--- src/rtl/axi_rd_arbiter.sv ---
// Round-robin arbiter that lets NUM_REQ read masters share one AXI4 AR/R channel pair.
// Only one transaction is in flight at a time; ownership is held from AR grant to the last R beat.
module axi_rd_arbiter #(
  parameter int NUM_REQ    = 4,
  parameter int ADDR_WIDTH = 32,
  parameter int DATA_WIDTH = 32
) (
  input  logic                          clk,
  input  logic                          rst,
  input  logic [NUM_REQ*ADDR_WIDTH-1:0] req_araddr,
  input  logic [NUM_REQ*8-1:0]          req_arlen,
  input  logic [NUM_REQ-1:0]            req_arvalid,
  output logic [NUM_REQ-1:0]            req_arready,
  output logic [DATA_WIDTH-1:0]         req_rdata,
  output logic [NUM_REQ-1:0]            req_rvalid,
  input  logic [NUM_REQ-1:0]            req_rready,
  output logic [ADDR_WIDTH-1:0]         m_araddr,
  output logic [7:0]                    m_arlen,
  output logic                          m_arvalid,
  input  logic                          m_arready,
  input  logic [DATA_WIDTH-1:0]         m_rdata,
  input  logic                          m_rvalid,
  output logic                          m_rready,
  output logic [$clog2(NUM_REQ)-1:0]    grant_id,
  output logic                          busy
);

  localparam int GW = $clog2(NUM_REQ);

  typedef enum logic [1:0] {IDLE, ADDR, DATA} state_t;

  state_t          state_q, state_d;
  logic [GW-1:0]   grant_q, grant_d;
  logic [GW-1:0]   last_q, last_d;
  logic [8:0]      beats_q, beats_d;

  logic [ADDR_WIDTH-1:0] addr_arr [NUM_REQ];
  logic [7:0]            len_arr  [NUM_REQ];
  logic [GW-1:0]         pick;
  logic [GW-1:0]         cand;

  always_comb begin
    for (int i = 0; i < NUM_REQ; i++) begin
      addr_arr[i] = req_araddr[i*ADDR_WIDTH +: ADDR_WIDTH];
      len_arr[i]  = req_arlen[i*8 +: 8];
    end
  end

  // Walk candidates from farthest to nearest after last_q so the nearest requester wins.
  always_comb begin
    pick = last_q;
    cand = '0;
    for (int k = NUM_REQ; k >= 1; k--) begin
      cand = GW'((int'(last_q) + k) % NUM_REQ);
      if (req_arvalid[cand]) pick = cand;
    end
  end

  // NOTE: every signal written here gets a default first, so no path can infer a latch.
  always_comb begin
    state_d = state_q;
    grant_d = grant_q;
    last_d  = last_q;
    beats_d = beats_q;
    unique case (state_q)
      IDLE: begin
        if (|req_arvalid) begin
          grant_d = pick;
          state_d = ADDR;
        end
      end
      ADDR: begin
        if (!req_arvalid[grant_q]) begin
          state_d = IDLE;
        end else if (m_arready) begin
          beats_d = 9'(len_arr[grant_q]) + 9'd1;
          state_d = DATA;
        end
      end
      DATA: begin
        if (m_rvalid && req_rready[grant_q]) begin
          beats_d = beats_q - 9'd1;
          if (beats_q == 9'd1) begin
            state_d = IDLE;
            last_d  = grant_q;
          end
        end
      end
      default: state_d = IDLE;
    endcase
  end

  always_comb begin
    m_araddr    = '0;
    m_arlen     = '0;
    m_arvalid   = 1'b0;
    req_arready = '0;
    m_rready    = 1'b0;
    req_rvalid  = '0;
    if (state_q == ADDR) begin
      m_araddr             = addr_arr[grant_q];
      m_arlen              = len_arr[grant_q];
      m_arvalid            = req_arvalid[grant_q];
      req_arready[grant_q] = m_arready;
    end
    if (state_q == DATA) begin
      m_rready            = req_rready[grant_q];
      req_rvalid[grant_q] = m_rvalid;
    end
  end

  assign req_rdata = m_rdata;
  assign grant_id  = grant_q;
  assign busy      = (state_q != IDLE);

  // NOTE: state registers use non-blocking assignments so every flop samples pre-edge values.
  always_ff @(posedge clk) begin
    if (rst) begin
      state_q <= IDLE;
      grant_q <= '0;
      last_q  <= GW'(NUM_REQ - 1);
      beats_q <= '0;
    end else begin
      state_q <= state_d;
      grant_q <= grant_d;
      last_q  <= last_d;
      beats_q <= beats_d;
    end
  end

endmodule

--- config.mk ---
export PLATFORM = sky130hd
export DESIGN_NAME = axi_rd_arbiter
export DESIGN_NICKNAME = d
export VERILOG_FILES = /design/src/rtl/axi_rd_arbiter.sv
export SDC_FILE = /design/constraint.sdc
export NUM_CORES = 1
export LEC_CHECK = 0
export ABC_AREA = 1
export ABC_CLOCK_PERIOD_IN_PS = 3450
export CAP_MARGIN = 20
export CORE_ASPECT_RATIO = 0.75
export CORE_MARGIN = 4
export CORE_UTILIZATION = 25
export DETAILED_ROUTE_END_ITERATION = 16
export PLACE_DENSITY = 0.83
export REMOVE_ABC_BUFFERS = 1
export SYNTH_ARGS = -nofsm -noshare
export SYNTH_HDL_FRONTEND = slang
export SYNTH_SLANG_ARGS = --single-unit
--- constraint.sdc ---
create_clock -name clk -period 3.45 [get_ports clk]
set_input_delay 0.5175 -clock clk [delete_from_list [all_inputs] [get_ports clk]]
set_output_delay 0.5175 -clock clk [all_outputs]
set_load 0.05 [all_outputs]
==> flow_summary.toml, run 1 <==
[clock_tree]
clock_latency_ns = 0.25
ctsLongestPathBuffers = 2
clkTransAtPathRegs_ns = 0.05
cts.sinks = 15
cts.repair.resized = 0
htree_levels = 1
cts_made_buffers = 3
clockRootBuffer = "clkbuf_16"
cts_tree = "yes"
cts_setup_buffers = 0
cts-hold-fix-buffers = 0

[placed_design]
place.gp.congestion = 0.8771
hpwl_um = 11370
dp_slack_ns = 0.5824
portBuffers = 224

[logic_synthesis]
avgSynthCellArea_um2 = 5.697
synthesis.area_mm2 = 0.002564
yosys-top-cells-area = "a22oi_1 (19%), nand2_1 (16%), dfxtp_1 (12%)"
ys.warnings.count = 0
synth_seq_cells = 15
ys_types = 29
synth_cells = 450
yosys.area.top_type_share_pct = 18.74
yosysSeqAreaShare_pct = 11.71
yosys.area.top_type = "a22oi_1"

[worst_setup_path]
cp_max_fo = 11
cp_data_arrival_time_ns = 2.51
crit_path_end_kind = "output pin"
start_kind = "flip-flop"
cp_common_cell = "nand2_1"
worstPathCellList = "buf_4, nand2_1, nand2_1, nand2_1, nand2_1, inv_1, nor2_1, clkdlybuf4s50_1"
cp.required_ns = 2.93
slowest_stage = "clkdlybuf4s50_1"
slowest_delay_ns = 0.83
crit_type = "reg2out"

[power_and_ir_drop]
power_density_mw_per_mm2 = 313.6
irDropWorstVdd_mv = 0.1520
leakage_nw = 2.118
p_total_mw = 1.594

[floorplanning]
ios = 289
start_util_pct = 26.13
die_width_um = 124.9
core_mm2 = 0.009813
die_area_mm2 = 0.01196
fp-row-count = 31
fp.dieH_um = 95.70

[min_path]
hp-class = "reg2reg"

[global_route]
grt_pass1_vias = 3960
grt_pass1_wl_um = 20440
grt.overflow.total = 0
grt_usage_pct = 21.15
grt_start_max_net_pins = 34
antenna_found_initial = 0

[sta]
min_period_ns = 3.023
rsz0062_at_grt = "false"
setup_violations = 0
finalHoldViolCount = 0
maxSlewHeadroom_pct = 52.68
skew_ns = 0.0005656
fin_hold_ws_ns = 0.5474
tightest_slew_ns = 0.7088
fin_setup_tns_ns = 0
setup_ws_ns = 0.4265
fin_crit_sh_pct = 87.64
drv_slew = 0
fmax_ghz = 0.3307

[route]
dr.pass1.iters = 5
antenna_left = 0
wire_per_inst_um = 18.17
totalWireLength_um = 13810
drt-initial-drc-count = 433
drc = 0
via_per_inst = 5.179
num_vias = 3936

[finish]
syn_to_final_growth_pct = 98.24
final_nets = 836
drive_above_1_share_pct = 10.67
fin_util_pct = 51.79
insertedDiodeCount = 0

[run]
maxCapViolCount = 0

[outcome]
status = "completed"
-- cell usage after synthesis (all sizes together) --
cell type,number
nor3,3
nand4,2
o21a,1
or2,1
nor2,46
dfxtp,15
o22ai,3
buf,38
nand2,114
o21ai,27
o211ai,1
inv,42
nand3,16
nor4,1
ha,3
xnor2,2
a22oi,66
clkbuf,18
a21oi,51
-- final timing paths --
check / startpoint / to / slack, ns / cells past startpoint
min reg2reg: beats_q[0] / beats_q[0] / 0.55 / 2
min: beats_q[0] / beats_q[0] / 0.55 / 2
max reg2reg: grant_id[0] / beats_q[8] / 0.92 / 10
max: grant_id[0] / m_arlen[3] / 0.43 / 8
-- cells by family after synthesis --
logic type | count (synthesis) | share of synthesized area (%)
xor+xnor | 2 | 0.6834
flops | 15 | 11.71
compound gates | 149 | 36.41
buf+inv | 98 | 20.25
fa+ha+maj | 3 | 1.464
simple gates | 183 | 29.48
-- state kept, by name (all words and copies together) (netlist names) --
signal	cells
beats_q	9
grant_id	2
last_q	2
state_q	2
-- placed cells by master, fill, tap and decap left out, drive strengths merged, types with 15 or more instances in the layout --
| cell type | n |
|---|---|
| o21ai | 27 |
| nand2 | 114 |
| inv | 42 |
| dfxtp | 15 |
| nor2 | 46 |
| nand3 | 16 |
| clkdlybuf4s50 | 187 |
| buf | 43 |
| a21oi | 51 |
| a22oi | 66 |
-- critical path: cells and delay by family, from the launching register on --
family                 cells  cell delay (ns)
buffers and inverters      3             1.17
and+or+nand+nor            5             0.42
DFF                        1             0.65
-- per-stage QoR --
stage,cells,instance area [µm²]
2_1_floorplan,394,2205
3_5_place_dp,756,5002
3_3_place_gp,756,5002
4_1_cts,760,5082
5_1_grt,760,5082
6_report,760,5082
-- metal layers --
layer | wire length (µm) | GRT usage, %
met3 | 1564 | 8.708
met2 | 6611 | 35.93
met4 | 405 | 6.859
met5 | 0 | 0
met1 | 5229 | 24.63
-- final cells by class --
type | count | area (µm²)
Timing Repair Buffer | 230 | 2633
Inverter | 42 | 160.2
Clock inverter | 1 | 5.005
Fill cell | 913 | 4731
Tap cell | 132 | 165.2
Clock buffer | 3 | 75.07
Multi-Input combinational cell | 337 | 1744
Sequential cell | 15 | 300.3
-- report_power, final --
| part | total [mW] | switching (mW) | internal [mW] | leakage [nW] |
|---|---|---|---|---|
| registers | 0.213 | 0.0246 | 0.188 | 0.123 |
| clock network | 0.229 | 0.0743 | 0.155 | 0.0409 |
| logic | 1.15 | 0.631 | 0.521 | 1.95 |
No activity file was read; power rests on OpenSTA's default activity.
==> inputs of run 2 (changes only) <==
--- a/config.mk
+++ b/config.mk
@@ -7,11 +7,11 @@
 export LEC_CHECK = 0
 export ABC_AREA = 1
 export ABC_CLOCK_PERIOD_IN_PS = 3450
-export CAP_MARGIN = 20
 export CORE_ASPECT_RATIO = 0.75
 export CORE_MARGIN = 4
 export CORE_UTILIZATION = 25
 export DETAILED_ROUTE_END_ITERATION = 16
+export GPL_ROUTABILITY_DRIVEN = 0
 export PLACE_DENSITY = 0.83
 export REMOVE_ABC_BUFFERS = 1
 export SYNTH_ARGS = -nofsm -noshare
==> run 2 against run 1 <==
Sequential share of layout area is essentially flat; routed wire length rose by 0.44%; clock skew rose by 0.0012 ns; critical path depth fell by 2; global-route usage hardly changed; hold slack better by 0.012 ns; critical path type unchanged; fmax shrank 3.8%.
==> flow_summary.toml, run 2 (synthesized netlist as in run 1, its figures left out) <==
[finish]
finalInstanceArea_mm2 = 0.005059
top_register = "beats_q"
fillers = 879
ff_latch_area_um2 = 300.3
final_cell_mix = "clkdlybuf4s50_1 (187), nand2_1 (107), a22oi_1 (64), a21oi_1 (51), nor2_1 (43)"
final_nets = 833
drive_above_1_share_pct = 10.08
largest_register_ffs = 9
final_common_cell = "clkdlybuf4s50_1"
multi_input_area_mm2 = 0.001744
insertedDiodeCount = 0
syn_to_final_growth_pct = 97.32

[power_and_ir_drop]
leakage_nw = 2.099
power_density_mw_per_mm2 = 313.8
irDropWorstVdd_mv = 0.1727

[sta]
finalHoldViolCount = 0
fin_setup_tns_ns = 0
fmax_ghz = 0.3181
rsz0062_at_grt = "false"
setup_ws_ns = 0.3063
fin_crit_sh_pct = 91.12
tightest_slew_ns = 0.7921
min_period_ns = 3.144
drv_slew = 0
setup_violations = 0
maxSlewHeadroom_pct = 47.12
skew_ns = 0.001778

[worst_setup_path]
critPathBufInv = 3
cp.depth = 6
cp_data_arrival_time_ns = 2.63
start_kind = "flip-flop"
crit_family = "flip-flops"
slowest_delay_ns = 0.83
slowest_stage = "dfxtp_1"
worstPathCellList = "inv_4, nor2_4, buf_4, a22oi_1, a21oi_1, buf_12"
crit_path_end_kind = "output pin"
cp_max_fo = 20
crit_type = "reg2out"
reg2regPathDepth = 10
cp.required_ns = 2.93

[global_route]
gr-usage-met3_pct = 8.153
grt.overflow.total = 0
grt_pass1_vias = 3880
grt_pass1_wl_um = 20450
grt-busiest-layer = "met2"
grt_use_met1_pct = 25.01
grtUsageMet2_pct = 36.92
grt_usage_pct = 21.18
antenna_found_initial = 0
grt_start_max_net_pins = 35

[clock_tree]
clockRootBuffer = "clkbuf_16"
clock_latency_ns = 0.25
cts_setup_buffers = 0
cts_made_buffers = 3
cts.repair.resized = 0
cts_tree = "yes"
clkTransAtPathRegs_ns = 0.05
cts.sinks = 15
ctsLongestPathBuffers = 2
htree_levels = 1
cts-hold-fix-buffers = 0

[floorplanning]
die_area_mm2 = 0.01196
core_mm2 = 0.009813
ios = 289
fp-row-count = 31
start_util_pct = 26.13
die_width_um = 124.9
fp.dieH_um = 95.70

[placed_design]
dp_slack_ns = 0.5823
postPlaceCellArea_mm2 = 0.004980
portBuffers = 224
hpwl_um = 11300

[route]
via_per_inst = 5.207
drc = 0
dr.pass1.iters = 5
num_vias = 3942
drt-initial-drc-count = 256
wire_per_inst_um = 18.32
totalWireLength_um = 13870
antenna_left = 0

[outcome]
status = "completed"

[run]
maxCapViolCount = 0

[min_path]
hp-class = "reg2reg"
holdPathStages = 2
## run 2: cell types whose count changed in the layout (fill, tap and decap cells not counted)
| cell | change |
|---|---|
| buf_4 | -3 |
| clkinv_2 | -1 |
| clkbuf_1 | +1 |
## run 2: through the flow
step	std cells	hold WS, ns	utilization, %	power [mW]
global placement	753	0.5054	50.75	1.336
finish	757	0.5595	51.55	1.587
global route	757	0.5845	51.55	1.673
detailed placement	753	0.5300	50.75	1.356
floorplan	394	0.4877	-	0.7865
CTS	757	0.5543	51.55	1.585
## run 2: where the power goes
part           total (mW)  internal [mW]  switching [mW]
registers           0.216          0.188          0.0278
logic                1.14          0.519           0.625
clock network       0.228          0.157          0.0715
## run 2: final cells by class
| type | count | area share [%] |
|---|---|---|
| multi-input combinational | 337 | 34.48 |
| sequential | 15 | 5.936 |
| timing repair buffer | 227 | 51.60 |
| inverter | 42 | 3.166 |
| tap | 132 | 3.265 |
| clock buffer | 4 | 1.558 |
## run 2: path summary, 6_finish.rpt
kind                 endpoint  slack [ns]   startpoint
setup reg to reg   beats_q[2]        0.72  grant_id[0]
setup / recovery  m_araddr[2]        0.31  grant_id[0]
hold reg to reg    beats_q[8]        0.56   beats_q[8]
hold / removal     beats_q[8]        0.56   beats_q[8]
## run 2: metal layers
metal	up-vias	part of all wire, %
met5	-	0
met3	24	11
met1	1788	39
li1	1860	-
met4	0	2.1
met2	270	48
## run 2: tightest hold or removal path: stages (launching register included)
cell and delay (ns):
dfxtp_1 0.33, o21ai_1 0.13, nor2_1 0.05
